==> src/rtl/sub_serial_if.sv <==
// Handshake and operand/result bundle for sub_serial.
// Port Ov is present only when SUB_SERIAL_OVF_EN is defined.
interface sub_serial_if #(
    parameter int unsigned WIDTH = 8
);
    logic             in_valid;
    logic             in_ready;
    logic [WIDTH-1:0] A;
    logic [WIDTH-1:0] B;
    logic             Bi;
    logic             out_valid;
    logic             out_ready;
    logic [WIDTH-1:0] D;
    logic             Bo;
`ifdef SUB_SERIAL_OVF_EN
    logic             Ov;
`endif

    modport master (
        output in_valid, A, B, Bi, out_ready,
        input  in_ready, out_valid, D, Bo
`ifdef SUB_SERIAL_OVF_EN
        , input Ov
`endif
    );

    modport slave (
        input  in_valid, A, B, Bi, out_ready,
        output in_ready, out_valid, D, Bo
`ifdef SUB_SERIAL_OVF_EN
        , output Ov
`endif
    );
endinterface

==> src/rtl/sub_serial.sv <==
// Bit-serial full subtractor computing A - B - Bi one bit per clock, LSB first.
// Define SUB_SERIAL_OVF_EN to add the registered signed-overflow output Ov.
module sub_serial #(
    parameter int unsigned WIDTH = 8
) (
    input logic          clk,
    input logic          rst_n,
    sub_serial_if.slave  bus
);
    localparam int unsigned CW = $clog2(WIDTH);
    localparam logic [CW-1:0] LAST = CW'(WIDTH - 1);

    localparam logic [1:0] S_IDLE = 2'd0;
    localparam logic [1:0] S_CALC = 2'd1;
    localparam logic [1:0] S_DONE = 2'd2;

    logic [1:0]       r_state;
    logic [CW-1:0]    r_cnt;
    logic [WIDTH-1:0] r_a;
    logic [WIDTH-1:0] r_b;
    logic [WIDTH-1:0] r_d;
    logic             r_br;
`ifdef SUB_SERIAL_OVF_EN
    logic             r_sa;
    logic             r_sb;
    logic             r_ov;
`endif

    logic w_a;
    logic w_b;
    logic w_d;
    logic w_br;

    assign w_a  = r_a[0];
    assign w_b  = r_b[0];
    assign w_d  = w_a ^ w_b ^ r_br;
    assign w_br = (~w_a & w_b) | (~(w_a ^ w_b) & r_br);

    always_ff @(posedge clk or negedge rst_n) begin
        if (!rst_n) begin
            r_state <= S_IDLE;
            r_cnt   <= '0;
            r_a     <= '0;
            r_b     <= '0;
            r_d     <= '0;
            r_br    <= 1'b0;
`ifdef SUB_SERIAL_OVF_EN
            r_sa    <= 1'b0;
            r_sb    <= 1'b0;
            r_ov    <= 1'b0;
`endif
        end else begin
            case (r_state)
                S_IDLE: begin
                    if (bus.in_valid) begin
                        r_a     <= bus.A;
                        r_b     <= bus.B;
                        r_br    <= bus.Bi;
                        r_cnt   <= '0;
                        r_state <= S_CALC;
`ifdef SUB_SERIAL_OVF_EN
                        r_sa    <= bus.A[WIDTH-1];
                        r_sb    <= bus.B[WIDTH-1];
`endif
                    end
                end
                S_CALC: begin
                    r_a   <= r_a >> 1;
                    r_b   <= r_b >> 1;
                    r_br  <= w_br;
                    // Difference bits enter at the MSB so D is aligned after WIDTH steps.
                    r_d   <= {w_d, r_d[WIDTH-1:1]};
                    r_cnt <= r_cnt + 1'b1;
                    if (r_cnt == LAST) begin
                        r_state <= S_DONE;
`ifdef SUB_SERIAL_OVF_EN
                        r_ov    <= (r_sa ^ r_sb) & (w_d ^ r_sa);
`endif
                    end
                end
                S_DONE: begin
                    if (bus.out_ready) r_state <= S_IDLE;
                end
                default: r_state <= S_IDLE;
            endcase
        end
    end

    assign bus.in_ready  = (r_state == S_IDLE);
    assign bus.out_valid = (r_state == S_DONE);
    assign bus.D         = r_d;
    // The borrow register holds the final borrow once the last bit is processed.
    assign bus.Bo        = r_br;
`ifdef SUB_SERIAL_OVF_EN
    assign bus.Ov        = r_ov;
`endif
endmodule

==> src/flat_wrapper.sv <==
// flat-port wrapper written by rule: the top's interface ports become plain ports
module sub_serial_flat 
#(
    parameter int unsigned WIDTH = 8
)
  (clk, rst_n, bus_in_valid, bus_A, bus_B, bus_Bi, bus_out_ready, bus_in_ready, bus_out_valid, bus_D, bus_Bo);
  sub_serial_if #(.WIDTH(WIDTH)) bus_i ();
  input logic clk;
  input logic rst_n;
  input wire logic [$bits(bus_i.in_valid)-1:0] bus_in_valid;
  input wire logic [$bits(bus_i.A)-1:0] bus_A;
  input wire logic [$bits(bus_i.B)-1:0] bus_B;
  input wire logic [$bits(bus_i.Bi)-1:0] bus_Bi;
  input wire logic [$bits(bus_i.out_ready)-1:0] bus_out_ready;
  output wire logic [$bits(bus_i.in_ready)-1:0] bus_in_ready;
  output wire logic [$bits(bus_i.out_valid)-1:0] bus_out_valid;
  output wire logic [$bits(bus_i.D)-1:0] bus_D;
  output wire logic [$bits(bus_i.Bo)-1:0] bus_Bo;
  assign bus_i.in_valid = bus_in_valid;
  assign bus_i.A = bus_A;
  assign bus_i.B = bus_B;
  assign bus_i.Bi = bus_Bi;
  assign bus_i.out_ready = bus_out_ready;
  assign bus_in_ready = bus_i.in_ready;
  assign bus_out_valid = bus_i.out_valid;
  assign bus_D = bus_i.D;
  assign bus_Bo = bus_i.Bo;
  sub_serial #(.WIDTH(WIDTH)) u_core (.clk(clk), .rst_n(rst_n), .bus(bus_i));
endmodule
==> config.mk <==
export PLATFORM = sky130hd
export DESIGN_NAME = sub_serial_flat
export DESIGN_NICKNAME = d
export VERILOG_FILES = /design/src/rtl/sub_serial_if.sv /design/src/rtl/sub_serial.sv /design/src/flat_wrapper.sv
export SDC_FILE = /design/constraint.sdc
export NUM_CORES = 1
export LEC_CHECK = 0
export CAP_MARGIN = 20
export CORE_UTILIZATION = 45
export DETAILED_ROUTE_END_ITERATION = 12
export DONT_BUFFER_PORTS = 1
export PLACE_DENSITY = 0.6
export SKIP_LAST_GASP = 1
export SLEW_MARGIN = 20
export SYNTH_ARGS = -nofsm -noshare
export SYNTH_HDL_FRONTEND = slang
export SYNTH_SLANG_ARGS = --single-unit
==> constraint.sdc <==
create_clock -name clk -period 1.3 [get_ports clk]
set_input_delay 0.13 -clock clk [delete_from_list [all_inputs] [get_ports clk]]
set_output_delay 0.13 -clock clk [all_outputs]
set_load 0.005 [all_outputs]
==> key figures, run 1 <==
Run status
  • Status: finished, violations left
  • Failing checks: setup timing

Timing
  • Max-slew violations: 0
  • Fin Setup TNS: -0.3312 ns
  • Period minus WS final: 1.397 ns
  • Fmax: 715.7 MHz
  • Setup WS post-layout: -0.09719 ns
  • Rel. slew slack: 81.35%
  • Final setup violating endpoints: 5
  • RSZ-0062 raised after global routing: true
  • Fin. Hold Viols: 0
  • Final worst path period share: 107.5%
  • Layout Skew: 0.003568 ns
  • Worst slew pin tran: 0.2758 ns

Synth
  • Seq cells post-synth: 30
  • Mapped Area: 1496 um^2
  • Avg Cell Area, Syn: 12.37 um^2
  • Top-count cell post-synth: dfrtp_1
  • Cell taking the most area after synthesis: dfrtp_1
  • Post-synth top cells: 30 x dfrtp_1, 13 x inv_1, 12 x nor3b_1, 11 x a211oi_1, 11 x nor4b_1
  • Syn_nets: 145
  • Yosys top cell area share: 50.17%
  • Area contributors post-synth: dfrtp_1 50%, nor4b_1 6.4%, mux2_2 6.0%, nor3b_1 6.0%, a211oi_1 5.5%
  • FFs w/ async S/R, synth: 100.0%
  • Post-Synthesis Cells: 121
  • Dominant synthesized flop cell: dfrtp_1
  • Netlist cell types: 31
  • Post-synth EDFFs: 0
  • Register area share after synthesis: 50.17%
  • Synth warn: 0

Final layout
  • Multi-input gate area: 664.4 um^2
  • Ant. Diodes: 0
  • Synthesis-to-finish area growth: 21.74%
  • Layout Nets: 167
  • Sequential cell area: 752.0 um^2
  • Share of layout cells above drive strength 1: 36.11%
  • Fillers: 277
  • Final Util: 58.71%

Pwr
  • LEAKAGE: 0.7944 nW
  • PwrDens: 2272 nW/um^2
  • Peak VDD IR: 1.001 mV

Route
  • Remaining antenna violation count after routing: 0
  • DRT iter0 DRCs: 49
  • Vias per cell: 5.532
  • Drt wl/cell: 15.48 um
  • Via Count: 1,040
  • Routed wire length: 2910 um
  • Drt first pass iters: 6
  • DRC: 0

Clocking
  • CTS tree: built
  • CTS sink cnt: 30
  • Worst-Skew Late Latency: 0.32 ns
  • Clk buf depth: 2
  • Clock H-tree levels: 2
  • CTS Root Buffer Type: clkbuf_4
  • Clk pin slew, worst setup/hold paths: 0.09 ns
  • Total CTS buffers: 5

Worst setup path
  • Reg-to-reg slack, setup: -0.08 ns
  • WP data required: 1.17 ns
  • Crit Path Category: reg -> out
  • Crit path max fanout: 3
  • Worst EP arrival: 1.27 ns
  • Startpoint types: register
  • Critical Path Sink Type: output pin

Global routing
  • Largest net degree at the start of global routing: 31
  • Total grt overflow: 0
  • Initial antenna violation count: 0
  • GRT Util Overall: 19.06%
  • Global-route wire length before repair: 4836 um
  • Vias in the first global route: 1,094

Floorplan
  • Die area: 3560 um^2
  • Die W: 59.67 um
  • Initial Util: 48.23%
  • I/O pins: 32
  • Core area: 3103 um^2
  • Die Span Y: 59.67 um
  • Site Rows: 20

Placed design
  • # port buffers: 0
  • Routability cong.: 0.7067
  • Hpwl dp: 1865 um

Hold path
  • Hold Crit Class: in -> reg

Job
  • Max Cap Viol: 0
[sequential cells by signal, summed over array words and instances (netlist names)]
name	flops
u_core.bus.Bo	1
u_core.bus.D	8
u_core.r_a	8
u_core.r_b	8
u_core.r_cnt	3
u_core.r_state	2
[report_power, final]
group | switching [W] | leakage [nW] | internal, W
Sequential | 0.000295 | 0.355 | 0.00139
Combinational | 0.000787 | 0.404 | 0.00110
Clock | 0.000307 | 0.0353 | 0.000262
[worst max-delay path, stage by stage, from the launching register on]
cell and delay, ns:
dfrtp_1 0.40, buf_6 0.13, buf_8 0.11, and2b_1 0.19, buf_4 0.11
[final cells by class]
cell class / instances / area share (%)
clock buffers: 7 / 3.022
clock inverters: 1 / 0.2747
inverters: 13 / 2.679
multi-input cells: 68 / 36.47
flip-flops and latches: 30 / 41.28
well taps: 44 / 3.022
repair buffers: 25 / 13.26
[worst paths after layout]
check / start / depth (start not counted) / to
hold / removal: bus_Bi / 2 / u_core.bus.Bo$_DFFE_PN0P_
hold reg to reg: u_core.r_cnt[0]$_DFFE_PN0P_ / 1 / u_core.r_cnt[0]$_DFFE_PN0P_
min in group asynchronous: rst_n / 2 / u_core.r_cnt[1]$_DFFE_PN0P_
setup reg to reg: u_core.r_state[0]$_DFFE_PN0P_ / 4 / u_core.r_b[4]$_DFFE_PN0P_
max in group asynchronous: rst_n / 2 / u_core.r_state[1]$_DFFE_PN0P_
setup / recovery: u_core.r_state[0]$_DFFE_PN0P_ / 4 / bus_out_valid
[what timing repair did]
item	CTS	global route
pin swaps	2	3
buffers inserted	6	4
hold buffers	5	0
endpoints found under the hold margin	32	0
endpoints found under the setup margin	2	22
gates resized for setup	6	10
[through the flow]
step | hold WS, ns | setup WS, ns | cell area (um^2) | cells | power [W]
5_1_grt | 0.04531 | -0.1502 | 1822 | 188 | 0.004483
3_5_place_dp | -0.1649 | 0.003455 | 1570 | 167 | 0.003276
6_report | 0.02853 | -0.09719 | 1822 | 188 | 0.004139
2_1_floorplan | -0.1656 | 0.08044 | 1496 | 121 | 0.002908
4_1_cts | 0.01668 | -0.09666 | 1760 | 186 | 0.004025
3_3_place_gp | -0.1649 | 0.03239 | 1570 | 167 | 0.003203
[metal layers]
layer / global-route usage, % / up-vias / part of all wire, %
met3: 6.710 / 2 / 4.4
met1: 23.04 / 520 / 43
li1: - / 491 / -
met2: 31.11 / 27 / 52
met4: 7.309 / 0 / 0.72
met5: 0 / - / 0
[cell usage in the layout, fill, tap and decap left out, types with 2 or more instances in the layout]
| cell | netlist | routed |
|---|---|---|
| buf_12 | 0 | 2 |
| dlygate4sd3_1 | 0 | 4 |
| or4b_1 | 3 | 3 |
| dfrtp_1 | 30 | 29 |
| nor3b_1 | 12 | 12 |
| clkbuf_4 | 0 | 5 |
| mux2_2 | 8 | 6 |
| nor4b_2 | 0 | 3 |
| ha_1 | 2 | 2 |
| a22o_2 | 2 | 2 |
| o221a_2 | 3 | 3 |
| a211oi_1 | 11 | 10 |
| buf_6 | 2 | 3 |
| nor4b_1 | 11 | 8 |
| inv_1 | 13 | 12 |
| buf_4 | 5 | 15 |
| mux2_4 | 0 | 2 |
[cell families (layout without fill, tap and decap cells)]
kind of cell | after synthesis | in the layout | share of synthesized area (%)
simple gates | 33 | 33 | 17.81
flops | 30 | 30 | 50.17
buf+inv | 23 | 46 | 8.862
fa+ha+maj | 3 | 3 | 3.010
compound gates | 23 | 23 | 13.46
mux | 9 | 9 | 6.689
No activity file was read; power rests on OpenSTA's default activity.
==> run 2: changes to the inputs <==
CORE_UTILIZATION = 41   (was 45)
PLACE_DENSITY = 0.55   (was 0.6)
==> key figures, run 2 (synthesized netlist as in run 1, its figures left out) <==
Run status
  • Status: finished, violations left
  • Failing checks: setup timing

Worst setup path
  • R2R Path Start: u_core.r_state[1]$_DFFE_PN0P_
  • CP max stage delay: 0.40 ns (about the same)
  • Most frequent CP cell: buf_6
  • Critical Path Sink Type: output pin
  • Crit-path slowest cell: dfrtp_1
  • Crit path max fanout: 6 (+3)
  • Crit Path Category: reg -> out
  • Reg-to-reg slack, setup: -0.08 ns (about the same)
  • Startpoint types: register
  • RR Endpoint: u_core.r_b[5]$_DFFE_PN0P_
  • CP Buf/Inv Count: 3 (unchanged)
  • Critical path's top delay family: flip-flops
  • R2R cell count: 3 (-1)
  • CP Cell Sequence: buf_6, buf_6, and2b_1, buf_6
  • WP data required: 1.17 ns (about the same)
  • Worst EP arrival: 1.32 ns (+0.05 ns)

Final layout
  • Share of layout cells above drive strength 1: 35.86% (-0.25 points)
  • Ant. Diodes: 0 (unchanged)
  • Commonest non-fill, non-tap cell in the layout: dfrtp_1
  • Multi-input gate area: 643.1 um^2 (-3.2%)
  • Layout Cells excl Fill: 191 (+1.6%)
  • Fillers: 306 (+10%)
  • Sequential cell area: 752.0 um^2 (unchanged)
  • Most frequent cells in the layout: 29 x dfrtp_1, 14 x buf_4, 12 x nor3b_1
  • Final Util: 53.92% (-4.8 points)
  • Synthesis-to-finish area growth: 23.08%
  • Layout Nets: 168 (+0.60%)

Placed design
  • # port buffers: 0 (unchanged)
  • Placed Cells: 166 (-0.60%)
  • Hpwl dp: 1875 um (+0.54%)
  • Routability cong.: 0.7472 (+5.7%)

Hold path
  • Hold Crit Class: in -> reg
  • Hold Path Stages: 2 (unchanged)
  • Worst hold start: bus_Bi
  • Hold worst-path end: u_core.bus.Bo$_DFFE_PN0P_

Clocking
  • Clk pin slew, worst setup/hold paths: 0.10 ns (about the same)
  • Total CTS buffers: 5 (unchanged)
  • CTS Root Buffer Type: clkbuf_4
  • Clk buf depth: 2 (unchanged)
  • Clock H-tree levels: 2 (unchanged)
  • CTS sink cnt: 30 (unchanged)
  • Worst-Skew Late Latency: 0.33 ns (about the same)
  • CTS tree: built

Route
  • Drt first pass iters: 4 (-2)
  • DRC: 0 (unchanged)
  • Remaining antenna violation count after routing: 0 (unchanged)
  • Drt wl/cell: 16.82 um (+8.6%)
  • Vias per cell: 5.476 (-1.0%)
  • Via Count: 1,046 (+0.58%)
  • DRT iter0 DRCs: 77 (+57%)
  • Routed wire length: 3212 um (+10%)

Pwr
  • Peak VDD IR: 1.156 mV (+16%)
  • Power share of the combinational group: 44.4% (-1.2 points)
  • Switch share: 33.26% (-0.28 points)
  • LEAKAGE: 0.8058 nW (+1.4%)
  • P_sw: 0.001433 W (+3.2%)
  • Sequential power share: 39.4% (-1.3 points)
  • PwrDens: 2339 nW/um^2 (+3.0%)
  • P_int: 0.002875 W (+4.5%)
  • Power share of the clock group: 16.3% (+2.6 points)

Floorplan
  • Core area: 3416 um^2 (+10%)
  • Die area: 3896 um^2 (+9.4%)
  • Site Rows: 21 (+5.0%)
  • I/O pins: 32 (unchanged)
  • Die Span Y: 62.42 um (+4.6%)
  • Initial Util: 43.81% (-4.4 points)
  • Die W: 62.42 um (+4.6%)

Timing
  • Worst slew pin tran: 0.3195 ns (+0.04371 ns)
  • Fin. Hold Viols: 0 (unchanged)
  • WHS: 0.01637 ns (-0.01216 ns)
  • RSZ-0062 raised after global routing: true
  • Layout Skew: 0.007377 ns (+0.003810 ns)
  • Period minus WS final: 1.445 ns (+0.04792 ns)
  • Max-slew violations: 0 (unchanged)
  • Final worst path period share: 111.2% (+3.7 points)
  • Rel. slew slack: 78.40% (-3.0 points)
  • Fmax: 692.0 MHz (-3.3%)
  • Final setup violating endpoints: 7 (+2)
  • Setup WS post-layout: -0.1451 ns (-0.04792 ns)

Global routing
  • Total grt overflow: 0 (unchanged)
  • Vias in the first global route: 1,050 (-4.0%)
  • Initial antenna violation count: 0 (unchanged)
  • Global-route wire length before repair: 5319 um (+10%)
  • GRT Util Overall: 18.02% (-1.0 points)
  • Largest net degree at the start of global routing: 31 (unchanged)

Job
  • Max Cap Viol: 0 (unchanged)
## run 2: changes by cell type in the layout (fill, tap and decap cells not counted), sizes merged
cell / change
buf: +1
clkbuf: +1
clkinv: -1
## run 2: power by group through the flow
stage	Clock [W]	Combinational, W	Sequential, W
after floorplan	0	0.00128	0.00163
after global placement	0	0.00148	0.00170
after detailed placement	0	0.00154	0.00171
after CTS	0.000720	0.00179	0.00169
after global routing	0.000758	0.00213	0.00175
final	0.000701	0.00191	0.00170
## run 2: worst max-delay path by stage
stage | slack, ns | start | end | depth (start not counted)
floorplan | 0.08 | u_core.bus.Bo$_DFFE_PN0P_ | u_core.bus.D[7]$_DFFE_PN0P_ | 3
global placement | 0.008 | u_core.r_state[0]$_DFFE_PN0P_ | u_core.r_b[6]$_DFFE_PN0P_ | 3
detailed placement | -0.03 | u_core.r_state[0]$_DFFE_PN0P_ | u_core.r_b[6]$_DFFE_PN0P_ | 3
CTS | -0.14 | u_core.r_state[0]$_DFFE_PN0P_ | bus_out_valid | 4
global route | -0.21 | u_core.r_state[0]$_DFFE_PN0P_ | bus_out_valid | 4
finish | -0.15 | u_core.r_state[0]$_DFFE_PN0P_ | bus_out_valid | 4
## run 2: cell type report
type	count	share of cell area (%)
Sequential cell	30	40.83
Tap cell	46	3.125
Inverter	13	2.649
Multi-Input combinational cell	68	34.92
Timing Repair Buffer	26	14.20
Clock buffer	8	4.280
## run 2: metal layers
metal	track usage [%]	wire, um
met3	6.934	175
met1	25.27	1571
met5	0	0
met4	7.267	23
met2	24.73	1441
## run 2: per-stage QoR
step,cell area (um^2),TNS [ns],worst slack [ns],total power [W]
after global placement,1550,0,0.008054,0.003187
after CTS,1790,-0.4230,-0.1389,0.004199
after global routing,1842,-1.290,-0.2149,0.004635
after floorplan,1496,0,0.08044,0.002908
after detailed placement,1550,-0.09075,-0.02544,0.003246
final,1842,-0.4617,-0.1451,0.004308
## run 2: what timing repair did
| item | CTS | global route |
|---|---|---|
| hold buffers | 5 | 0 |
| resized for setup | 8 | 6 |
| setup buffers | 7 | 6 |
| pin swaps | 4 | 4 |
| endpoints found under the hold margin | 32 | 0 |
| endpoints found under the setup margin | 22 | 18 |
